### src/rtl/tm1638_pkg.sv
// Shared definitions for the TM1638 key-scan reader: read-keys command,
// frame state encoding and the raw-frame to key-vector mapping.
package tm1638_pkg;

    localparam logic [7:0] TM1638_CMD_READ_KEYS = 8'h42;

    typedef enum logic [2:0] {
        IDLE  = 3'd0,
        SETUP = 3'd1,
        CMD   = 3'd2,
        WAIT  = 3'd3,
        READ  = 3'd4,
        HOLD  = 3'd5
    } tm1638_state_t;

    // Byte i bit0 is button S(i+1); byte i bit4 is button S(i+5).
    function automatic logic [7:0] tm1638_key_map(input logic [31:0] raw);
        logic [7:0] k;
        k = 8'h00;
        for (int i = 0; i < 4; i++) begin
            k[i]     = raw[8*i];
            k[i + 4] = raw[8*i + 4];
        end
        return k;
    endfunction

endpackage

### src/rtl/tm1638_bit_timer.sv
// Serial-clock bit timer: counts 2*CLK_DIV clk cycles per bit while enabled.
// The first CLK_DIV cycles of a bit are the sclk low phase, the rest the high
// phase. high_next tells the top which phase the following cycle is in, so
// sclk can be driven from a register without a cycle of lag.
module tm1638_bit_timer #(
    parameter int CLK_DIV = 25
) (
    input  logic clk,
    input  logic rst,
    input  logic en,
    output logic phase_low_start,
    output logic phase_high_end,
    output logic high_next
);

    localparam int CW = $clog2(2 * CLK_DIV);
    localparam logic [CW-1:0] LAST = CW'(2 * CLK_DIV - 1);
    localparam logic [CW-1:0] HALF = CW'(CLK_DIV);

    logic [CW-1:0] cnt_r;
    logic [CW-1:0] cnt_next_s;

    // Next count: wraps once per bit, parked at zero while disabled.
    always_comb begin
        cnt_next_s = '0;
        if (!en) begin
            cnt_next_s = '0;
        end else if (cnt_r == LAST) begin
            cnt_next_s = '0;
        end else begin
            cnt_next_s = cnt_r + CW'(1);
        end
    end

    // Half-period counter register.
    always_ff @(posedge clk) begin
        if (rst) begin
            cnt_r <= '0;
        end else begin
            cnt_r <= cnt_next_s;
        end
    end

    assign phase_low_start = en && (cnt_r == '0);
    assign phase_high_end  = en && (cnt_r == LAST);
    assign high_next       = (cnt_next_s >= HALF);

endmodule

### src/rtl/tm1638_key_scan.sv
// TM1638 read-keys frame engine: on start, sends 0x42 LSB first, waits TWAIT
// cycles, clocks in 32 bits LSB first and decodes the eight buttons.
// Optional feature macro: TM1638_KEY_DEBOUNCE_EN (two matching scans needed
// before keys changes).
module tm1638_key_scan
    import tm1638_pkg::*;
#(
    parameter int CLK_DIV = 25,
    parameter int TWAIT   = 100
) (
    input  logic       clk,
    input  logic       rst,
    input  logic       start,
    output logic       busy,
    output logic [7:0] keys,
    output logic       keys_valid,
    output logic       stb,
    output logic       sclk,
    output logic       dio_out,
    output logic       dio_oe,
    input  logic       dio_in
);

    localparam int CYC_MAX = (TWAIT > CLK_DIV) ? TWAIT : CLK_DIV;
    localparam int CYC_W   = $clog2(CYC_MAX + 1);

    tm1638_state_t    state_r;
    tm1638_state_t    state_next_s;
    logic [5:0]       bit_cnt_r;
    logic [CYC_W-1:0] cyc_cnt_r;
    logic [31:0]      shift_r;
    logic             done_r;
    logic             timer_en_s;
    logic             phase_low_start_s;
    logic             phase_high_end_s;
    logic             high_next_s;
    logic             stb_d_s;
    logic             busy_d_s;
    logic             sclk_d_s;
    logic             dio_out_d_s;
    logic             dio_oe_d_s;
    logic [7:0]       raw_s;
    logic [7:0]       keys_next_s;

    assign timer_en_s = (state_r == CMD) || (state_r == READ);

    tm1638_bit_timer #(.CLK_DIV(CLK_DIV)) u_bit_timer (
        .clk             (clk),
        .rst             (rst),
        .en              (timer_en_s),
        .phase_low_start (phase_low_start_s),
        .phase_high_end  (phase_high_end_s),
        .high_next       (high_next_s)
    );

    // State register.
    always_ff @(posedge clk) begin
        if (rst) begin
            state_r <= IDLE;
        end else begin
            state_r <= state_next_s;
        end
    end

    // Next-state logic; bit_cnt counts bits begun, so it reads 8/32 at the
    // end of the last bit.
    always_comb begin
        state_next_s = state_r;
        case (state_r)
            IDLE: begin
                if (start) state_next_s = SETUP;
                else       state_next_s = IDLE;
            end
            SETUP: begin
                if (cyc_cnt_r == CYC_W'(CLK_DIV - 1)) state_next_s = CMD;
                else                                  state_next_s = SETUP;
            end
            CMD: begin
                if (phase_high_end_s && (bit_cnt_r == 6'd8)) state_next_s = WAIT;
                else                                         state_next_s = CMD;
            end
            WAIT: begin
                if (cyc_cnt_r == CYC_W'(TWAIT - 1)) state_next_s = READ;
                else                                state_next_s = WAIT;
            end
            READ: begin
                if (phase_high_end_s && (bit_cnt_r == 6'd32)) state_next_s = HOLD;
                else                                          state_next_s = READ;
            end
            HOLD: begin
                if (cyc_cnt_r == CYC_W'(CLK_DIV - 1)) state_next_s = IDLE;
                else                                  state_next_s = HOLD;
            end
            default: state_next_s = IDLE;
        endcase
    end

    // Output values for the next cycle, derived from the next state so the
    // pin registers line up with the state they belong to.
    always_comb begin
        stb_d_s     = (state_next_s == IDLE);
        busy_d_s    = (state_next_s != IDLE);
        dio_oe_d_s  = (state_next_s == CMD);
        sclk_d_s    = 1'b1;
        dio_out_d_s = 1'b0;
        case (state_next_s)
            CMD, READ: sclk_d_s = high_next_s;
            default:   sclk_d_s = 1'b1;
        endcase
        if (state_next_s == CMD) begin
            if ((state_r != CMD) || phase_high_end_s) begin
                dio_out_d_s = TM1638_CMD_READ_KEYS[bit_cnt_r[2:0]];
            end else begin
                dio_out_d_s = dio_out;
            end
        end else begin
            dio_out_d_s = 1'b0;
        end
    end

    // Pin and busy registers.
    always_ff @(posedge clk) begin
        if (rst) begin
            stb     <= 1'b1;
            sclk    <= 1'b1;
            dio_out <= 1'b0;
            dio_oe  <= 1'b0;
            busy    <= 1'b0;
        end else begin
            stb     <= stb_d_s;
            sclk    <= sclk_d_s;
            dio_out <= dio_out_d_s;
            dio_oe  <= dio_oe_d_s;
            busy    <= busy_d_s;
        end
    end

    // Bit and cycle counters, both cleared on every state entry.
    always_ff @(posedge clk) begin
        if (rst) begin
            bit_cnt_r <= 6'd0;
            cyc_cnt_r <= '0;
        end else if (state_next_s != state_r) begin
            bit_cnt_r <= 6'd0;
            cyc_cnt_r <= '0;
        end else begin
            if (phase_low_start_s) bit_cnt_r <= bit_cnt_r + 6'd1;
            else                   bit_cnt_r <= bit_cnt_r;
            if ((state_r == SETUP) || (state_r == WAIT) || (state_r == HOLD)) begin
                cyc_cnt_r <= cyc_cnt_r + CYC_W'(1);
            end else begin
                cyc_cnt_r <= '0;
            end
        end
    end

    // Read shift register: sample dio_in at the end of each sclk high phase.
    always_ff @(posedge clk) begin
        if (rst) begin
            shift_r <= 32'h0000_0000;
        end else if ((state_r == READ) && phase_high_end_s) begin
            shift_r <= {dio_in, shift_r[31:1]};
        end else begin
            shift_r <= shift_r;
        end
    end

    assign raw_s = tm1638_key_map(shift_r);

`ifdef TM1638_KEY_DEBOUNCE_EN
    logic [7:0] prev_raw_r;

    // Previous raw scan, compared against the new one before keys may move.
    always_ff @(posedge clk) begin
        if (rst) begin
            prev_raw_r <= 8'h00;
        end else if (done_r) begin
            prev_raw_r <= raw_s;
        end else begin
            prev_raw_r <= prev_raw_r;
        end
    end

    assign keys_next_s = (raw_s == prev_raw_r) ? raw_s : keys;
`else
    assign keys_next_s = raw_s;
`endif

    // Frame completion: keys and keys_valid land one edge after stb rises.
    always_ff @(posedge clk) begin
        if (rst) begin
            done_r     <= 1'b0;
            keys       <= 8'h00;
            keys_valid <= 1'b0;
        end else begin
            done_r     <= (state_r == HOLD) && (state_next_s == IDLE);
            keys_valid <= done_r;
            if (done_r) keys <= keys_next_s;
            else        keys <= keys;
        end
    end

endmodule

### config.mk
export PLATFORM = sky130hd
export DESIGN_NAME = tm1638_key_scan
export DESIGN_NICKNAME = d
export VERILOG_FILES = /design/src/rtl/tm1638_pkg.sv /design/src/rtl/tm1638_bit_timer.sv /design/src/rtl/tm1638_key_scan.sv
export SDC_FILE = /design/constraint.sdc
export NUM_CORES = 1
export LEC_CHECK = 0
export ABC_AREA = 0
export CORE_UTILIZATION = 40
export CTS_BUF_LIST = sky130_fd_sc_hd__clkbuf_8
export DETAILED_ROUTE_END_ITERATION = 8
export GPL_TIMING_DRIVEN = 0
export PLACE_DENSITY_LB_ADDON = 0.1
export SETUP_SLACK_MARGIN = 0.05
export SLEW_MARGIN = 20
export SYNTH_ARGS = -nofsm -noshare
export SYNTH_HDL_FRONTEND = slang
export SYNTH_SLANG_ARGS = --single-unit
### constraint.sdc
create_clock -name clk -period 3 [get_ports clk]
set_clock_uncertainty 0.2 [all_clocks]
set_input_delay 0.3 -clock clk [delete_from_list [all_inputs] [get_ports clk]]
set_output_delay 0.3 -clock clk [all_outputs]
set_load 0.01 [all_outputs]
==> results by group, run 1 <==
Status
  – Outcome: finished clean

Clock tree
  – CTS clk-pin slew, worst paths: 0.07 ns
  – Worst-Skew Late Latency: 0.33 ns
  – Hold-fix buffers, CTS: 0
  – CTS tree: built
  – Setup Fix Bufs, Post-CTS: 0
  – CTS root buffer: clkbuf_8
  – Post-cts sizing count: 0
  – Htree depth: 3
  – Clock Tree Buf Depth: 2
  – TritonCTS Sinks: 69
  – CTS buffer count: 9

Synthesis
  – Cell Area, Synth: 0.00285 mm²
  – Synth async-reset ratio: 0%
  – Post-synth EDFFs: 0
  – #FFs+latches synth: 69
  – Ys flop type: dfxtp_1
  – Yosys cell types: 42
  – Mapped Cells: 332
  – Most common cell in the netlist: dfxtp_1
  – Area leader, netlist: dfxtp_1
  – Post-synthesis sequential area ratio: 48.4%
  – Synth area leaders: dfxtp_1, nand2_1, a21oi_1
  – Area share of the largest cell type after synthesis: 48.4%
  – Ys Warns: 0
  – Post-synthesis average cell area: 8.60 µm²
  – Top post-synthesis cells by count: dfxtp_1, nand2_1, a21oi_1, nor2_1, clkbuf_1
  – Net Count, Synth: 345

STA
  – Fin Setup TNS: 0 ns
  – Hold WS: 0.247 ns
  – RSZ-0062 raised after global routing: false
  – Worst slew pin tran: 0.855 ns
  – Setup Viol. Count Final: 0
  – Worst setup margin: 0.482 ns
  – Tmin final: 2.52 ns
  – FMAX: 0.397 GHz
  – Fin crit share: 83.9%
  – Final Max Tran Viols: 0
  – Endpoints failing hold: 0
  – Relative slew slack: 42.5%

Final layout
  – Layout cells sized above 1: 6.34%
  – Final Util: 49.0%
  – Area Overhead vs Synth: 17.2%
  – Inserted Diodes: 0
  – Post-route cell area: 0.00335 mm²
  – Final #Nets: 373
  – Non-Filler Instances: 459

Routing
  – Routed wire length: 5360 µm
  – Routed len/inst: 11.7 µm
  – ANT nets after route: 0
  – DRC viols: 0
  – Top layer in use: met4
  – 1st-pass router iterations: 4
  – Vias per inst: 4.80
  – Met2 WL: 2320 µm
  – Met3 routed WL: 93 µm
  – DRT met1 WL: 2870 µm
  – Initial DRC Count: 88
  – Vias: 2205

Place
  – Cell area after placement: 0.00314 mm²
  – # placed instances: 445
  – Final HPWL DP: 3620 µm
  – Place WS: 0.484 ns
  – Port Buf Inserts: 17
  – Placer congestion estimate: 0.829

Setup path
  – Crit path buf inv count: 2
  – CP max-delay cell: nor4_1
  – CP startpoint kind: flip-flop
  – Reg2Reg Depth: 6
  – Number of cells on the critical path: 6
  – Crit Path Max Fanout: 10
  – R2R Path End: shift_r[27]
  – WP data arrival: 2.58 ns
  – Reg2reg start: state_r[2]
  – Crit-path max cell delay: 0.71 ns
  – CP Class: flip-flop to flip-flop
  – Worst path cell trace: clkbuf_1, nand2b_1, nor4_1, clkbuf_1, nand2_1, a21oi_1
  – Top delay family on crit path: simple AND/OR/NAND/NOR gates
  – Worst Setup End Kind: flip-flop
  – CP Data Required Time: 3.06 ns
  – Most common cell on crit path: clkbuf_1
  – Flop2flop setup slack: 0.48 ns

Global routing
  – Gr usage total: 15.8%
  – Largest net degree at the start of global routing: 12
  – Initial antenna violation count: 0
  – Vias in the first global route: 1997
  – Final global-route overflow total: 0
  – First-pass GRT wire length: 9090 µm

Pwr
  – Total power: 1.76 mW
  – Pwr/cell area: 526 mW/mm²
  – Max VDD drop: 0.241 mV
  – P_leak: 1.10 nW

Flow run
  – Max Cap Violations: 0

Die
  – Total I/O pin count: 18
  – Initial Util: 41.8%
  – Die width: 86.5 µm
  – Core area: 0.00683 mm²
  – Die footprint: 0.00748 mm²
  – Rows: 30
  – Chip height: 86.5 µm

Worst hold path
  – HP Class: flip-flop to flip-flop
  – Hold Path Sink: shift_r[4]
  – Hold path start: shift_r[5]
  – Hold depth: 2
==> metal layers <==
metal / vias up / GRT usage, %
li1: 1155 / -
met1: 1024 / 21.4
met2: 19 / 23.3
met3: 7 / 3.43
met4: 0 / 8.64
met5: - / 0
==> flip-flops by register name (all words and copies together) (netlist names) <==
name               flops
sclk                   1
done_r                 1
stb                    1
keys                   8
cyc_cnt_r              7
state_r                3
shift_r               32
u_bit_timer.cnt_r      6
keys_valid             1
busy                   1
dio_out                1
dio_oe                 1
bit_cnt_r              6
==> worst max-delay path by stage <==
stage / from / end / slack, ns
floorplan: u_bit_timer.cnt_r[2] / bit_cnt_r[5] / 0.74
global placement: state_r[2] / shift_r[21] / 0.54
detailed placement: state_r[2] / shift_r[27] / 0.48
CTS: state_r[2] / shift_r[27] / 0.46
global route: state_r[2] / shift_r[15] / 0.17
finish: state_r[2] / shift_r[27] / 0.48
==> placed cells by master, fill, tap and decap left out, drive strengths merged, types with 3 or more instances in the layout <==
cell type and instances:
nor2b 5, dfxtp 69, ha 9, xnor2 8, a21o 3, nor2 35
clkbuf 24, a21oi 38, nand2b 6, nand4 4, nand2 68, nand3 5
nor4 3, o21ai 3, nor3 3, inv 12, xor2 7, clkdlybuf4s50 17
mux2i 10
==> logic make-up (layout without fill, tap and decap cells) <==
logic type               after synthesis  after routing  share of synthesized area [%]
AND/OR/NAND/NOR                      142            142                           22.8
buffers and inverters                 29             60                           4.08
AO/OA/AOI/OAI                         57             57                           12.2
flip-flops                            69             69                           48.4
multiplexers                          11             11                           3.90
XOR/XNOR                              15             15                           4.60
adder cells (fa/ha/maj)                9              9                           3.95
==> area by class of cell <==
| class | instances | area [µm²] |
|---|---|---|
| clock buffers | 9 | 124 |
| multi-input cells | 234 | 1360 |
| repair buffers | 17 | 170 |
| plain buffers | 17 | 71.3 |
| well taps | 96 | 120 |
| clock inverters | 5 | 77.6 |
| inverters | 12 | 45.0 |
| flip-flops and latches | 69 | 1380 |
| fillers | 677 | 3490 |
==> power by group <==
group	leakage, nW	internal (mW)	switching (mW)	total (mW)
Combinational	0.444	0.0181	0.0310	0.0491
Clock	0.101	0.456	0.331	0.787
Sequential	0.557	0.920	0.00393	0.924
==> worst min-delay path: cells and delay by family (launching register included) <==
family,cells,cell delay [ns]
AO/OA/AOI/OAI,1,0.05
AND/OR/NAND/NOR,1,0.05
flip-flops,1,0.31
Power figures use the tool's default switching activity.
==> run 2, diff against run 1 <==
clock period = 2.42 ns   (was 3 ns; I/O delays follow)
==> results by group, run 2 (synthesis gave the netlist of run 1 again) <==
Global routing
  – Initial antenna violation count: 0 (unchanged)
  – Largest net degree at the start of global routing: 12 (unchanged)
  – Final global-route overflow total: 0 (unchanged)
  – Gr usage total: 15.7% (-0.020 points)
  – First-pass GRT wire length: 9070 µm (-0.23%)
  – Vias in the first global route: 1992 (-0.25%)

STA
  – Hold WS: 0.246 ns (-0.00134 ns)
  – RSZ-0062 raised after global routing: true
  – Final Max Tran Viols: 0 (unchanged)
  – Worst slew pin tran: 0.711 ns (-0.144 ns)
  – FMAX: 0.435 GHz (+9.6%)
  – Tmin final: 2.30 ns (-0.221 ns)
  – Setup Viol. Count Final: 0 (unchanged)
  – Fin crit share: 94.9% (+11 points)
  – Relative slew slack: 52.6% (+10 points)
  – Endpoints failing hold: 0 (unchanged)

Clock tree
  – CTS tree: built
  – Htree depth: 3 (unchanged)
  – Hold-fix buffers, CTS: 0 (unchanged)
  – Worst-Skew Late Latency: 0.34 ns (about the same)
  – TritonCTS Sinks: 69 (unchanged)
  – CTS root buffer: clkbuf_8
  – Clock Tree Buf Depth: 2 (unchanged)
  – CTS buffer count: 9 (unchanged)
  – CTS clk-pin slew, worst paths: 0.08 ns (about the same)

Die
  – Die footprint: 0.00748 mm² (unchanged)
  – Die width: 86.5 µm (unchanged)
  – Rows: 30 (unchanged)
  – Chip height: 86.5 µm (unchanged)
  – Initial Util: 41.8% (unchanged)
  – Core area: 0.00683 mm² (unchanged)
  – Total I/O pin count: 18 (unchanged)

Routing
  – Routed len/inst: 11.6 µm (-0.58%)
  – DRC viols: 0 (unchanged)
  – Initial DRC Count: 72 (-18%)
  – 1st-pass router iterations: 4 (unchanged)
  – Routed wire length: 5350 µm (-0.15%)
  – ANT nets after route: 0 (unchanged)
  – Vias per inst: 4.82 (+0.42%)
  – Vias: 2224 (+0.86%)

Setup path
  – CP Class: flip-flop to flip-flop
  – WP data arrival: 2.33 ns (-0.25 ns)
  – Worst Setup End Kind: flip-flop
  – CP startpoint kind: flip-flop
  – CP Data Required Time: 2.45 ns (-0.61 ns)
  – Crit Path Max Fanout: 6 (-4)

Place
  – Cell area after placement: 0.00314 mm² (unchanged)
  – Port Buf Inserts: 17 (unchanged)
  – Placer congestion estimate: 0.829 (unchanged)
  – Final HPWL DP: 3620 µm (unchanged)
  – # placed instances: 445 (unchanged)

Final layout
  – Final #Nets: 375 (+0.54%)
  – Registers with the most flip-flops: shift_r: 32 flops, keys: 8 flops, cyc_cnt_r: 7 flops
  – Final Util: 49.6% (+0.64 points)
  – Area Overhead vs Synth: 18.8%
  – Non-Filler Instances: 461 (+0.44%)
  – Max reg flops: 32 (unchanged)
  – Biggest register: shift_r
  – Layout cells sized above 1: 8.22% (+1.9 points)
  – Most frequent cells in the layout: nand2_1, dfxtp_1, a21oi_1, nor2_1, clkdlybuf4s50_1
  – Post-route cell area: 0.00339 mm² (+1.3%)
  – Inserted Diodes: 0 (unchanged)

Flow run
  – Max Cap Violations: 0 (unchanged)

Pwr
  – Max VDD drop: 0.306 mV (+27%)
  – Pwr/cell area: 645 mW/mm² (+23%)
  – P_leak: 1.12 nW (+1.5%)
  – Total power: 2.19 mW (+24%)

Worst hold path
  – HP Class: flip-flop to flip-flop

Status
  – Outcome: finished clean
[run 2: cell types whose count changed in the layout (fill, tap and decap cells not counted)]
cell	change
clkbuf_1	-1
nand2b_2	+1
nand2b_1	-1
a31oi_2	+1
nor4_1	-1
a31oi_1	-1
buf_4	+3
dfxtp_1	-1
dfxtp_2	+1
nor4_4	+1
o21ai_1	+1
o21ai_0	-1
[run 2: metrics by stage]
stage,setup TNS [ns],worst slack [ns]
finish,0,0.123
global route,0,0.0372
CTS,0,0.0572
detailed placement,-1.74,-0.0961
global placement,-0.645,-0.0409
floorplan,0,0.160
[run 2: path summary, 6_finish.rpt]
kind                            depth (start not counted)    startpoint           to  slack, ns
worst max-delay path                                    5  cyc_cnt_r[2]       done_r       0.12
worst min-delay path                                    2   shift_r[21]  shift_r[20]       0.25
worst max register to register                          5  cyc_cnt_r[2]       done_r       0.12
worst min register to register                          2   shift_r[21]  shift_r[20]       0.25
[run 2: area by class of cell]
| type | count | area (µm²) |
|---|---|---|
| well taps | 96 | 120 |
| repair buffers | 20 | 193 |
| clock inverters | 5 | 77.6 |
| clock buffers | 9 | 124 |
| flip-flops and latches | 69 | 1380 |
| multi-input cells | 234 | 1380 |
| inverters | 12 | 45.0 |
| fillers | 672 | 3440 |
| plain buffers | 16 | 67.6 |
[run 2: timing repair]
action | in CTS | in global routing
pin swaps | 1 | 1
resized for setup | 2 | 4
buffers inserted | 0 | 3
endpoints found under the setup margin | 32 | 37
[run 2: report_power, final]
group | leakage, nW | internal (mW) | switching (mW)
registers | 0.557 | 1.14 | 0.00486
clock network | 0.101 | 0.565 | 0.411
logic | 0.460 | 0.0235 | 0.0401
total | 1.12 | 1.73 | 0.456
[run 2: worst max-delay path: stages (launching register included)]
cell and delay (ns):
dfxtp_1 0.37, or4b_2 0.71, o2111ai_1 0.21, o311a_1 0.27, o21ai_1 0.15, nor4_1 0.29
[run 2: routing by layer]
layer,up-vias,GRT usage [%],wire length [µm]
met4,0,8.64,125
met2,24,23.2,2280
met1,1029,21.4,2830
met3,10,3.43,113
li1,1161,-,-
met5,-,0,0
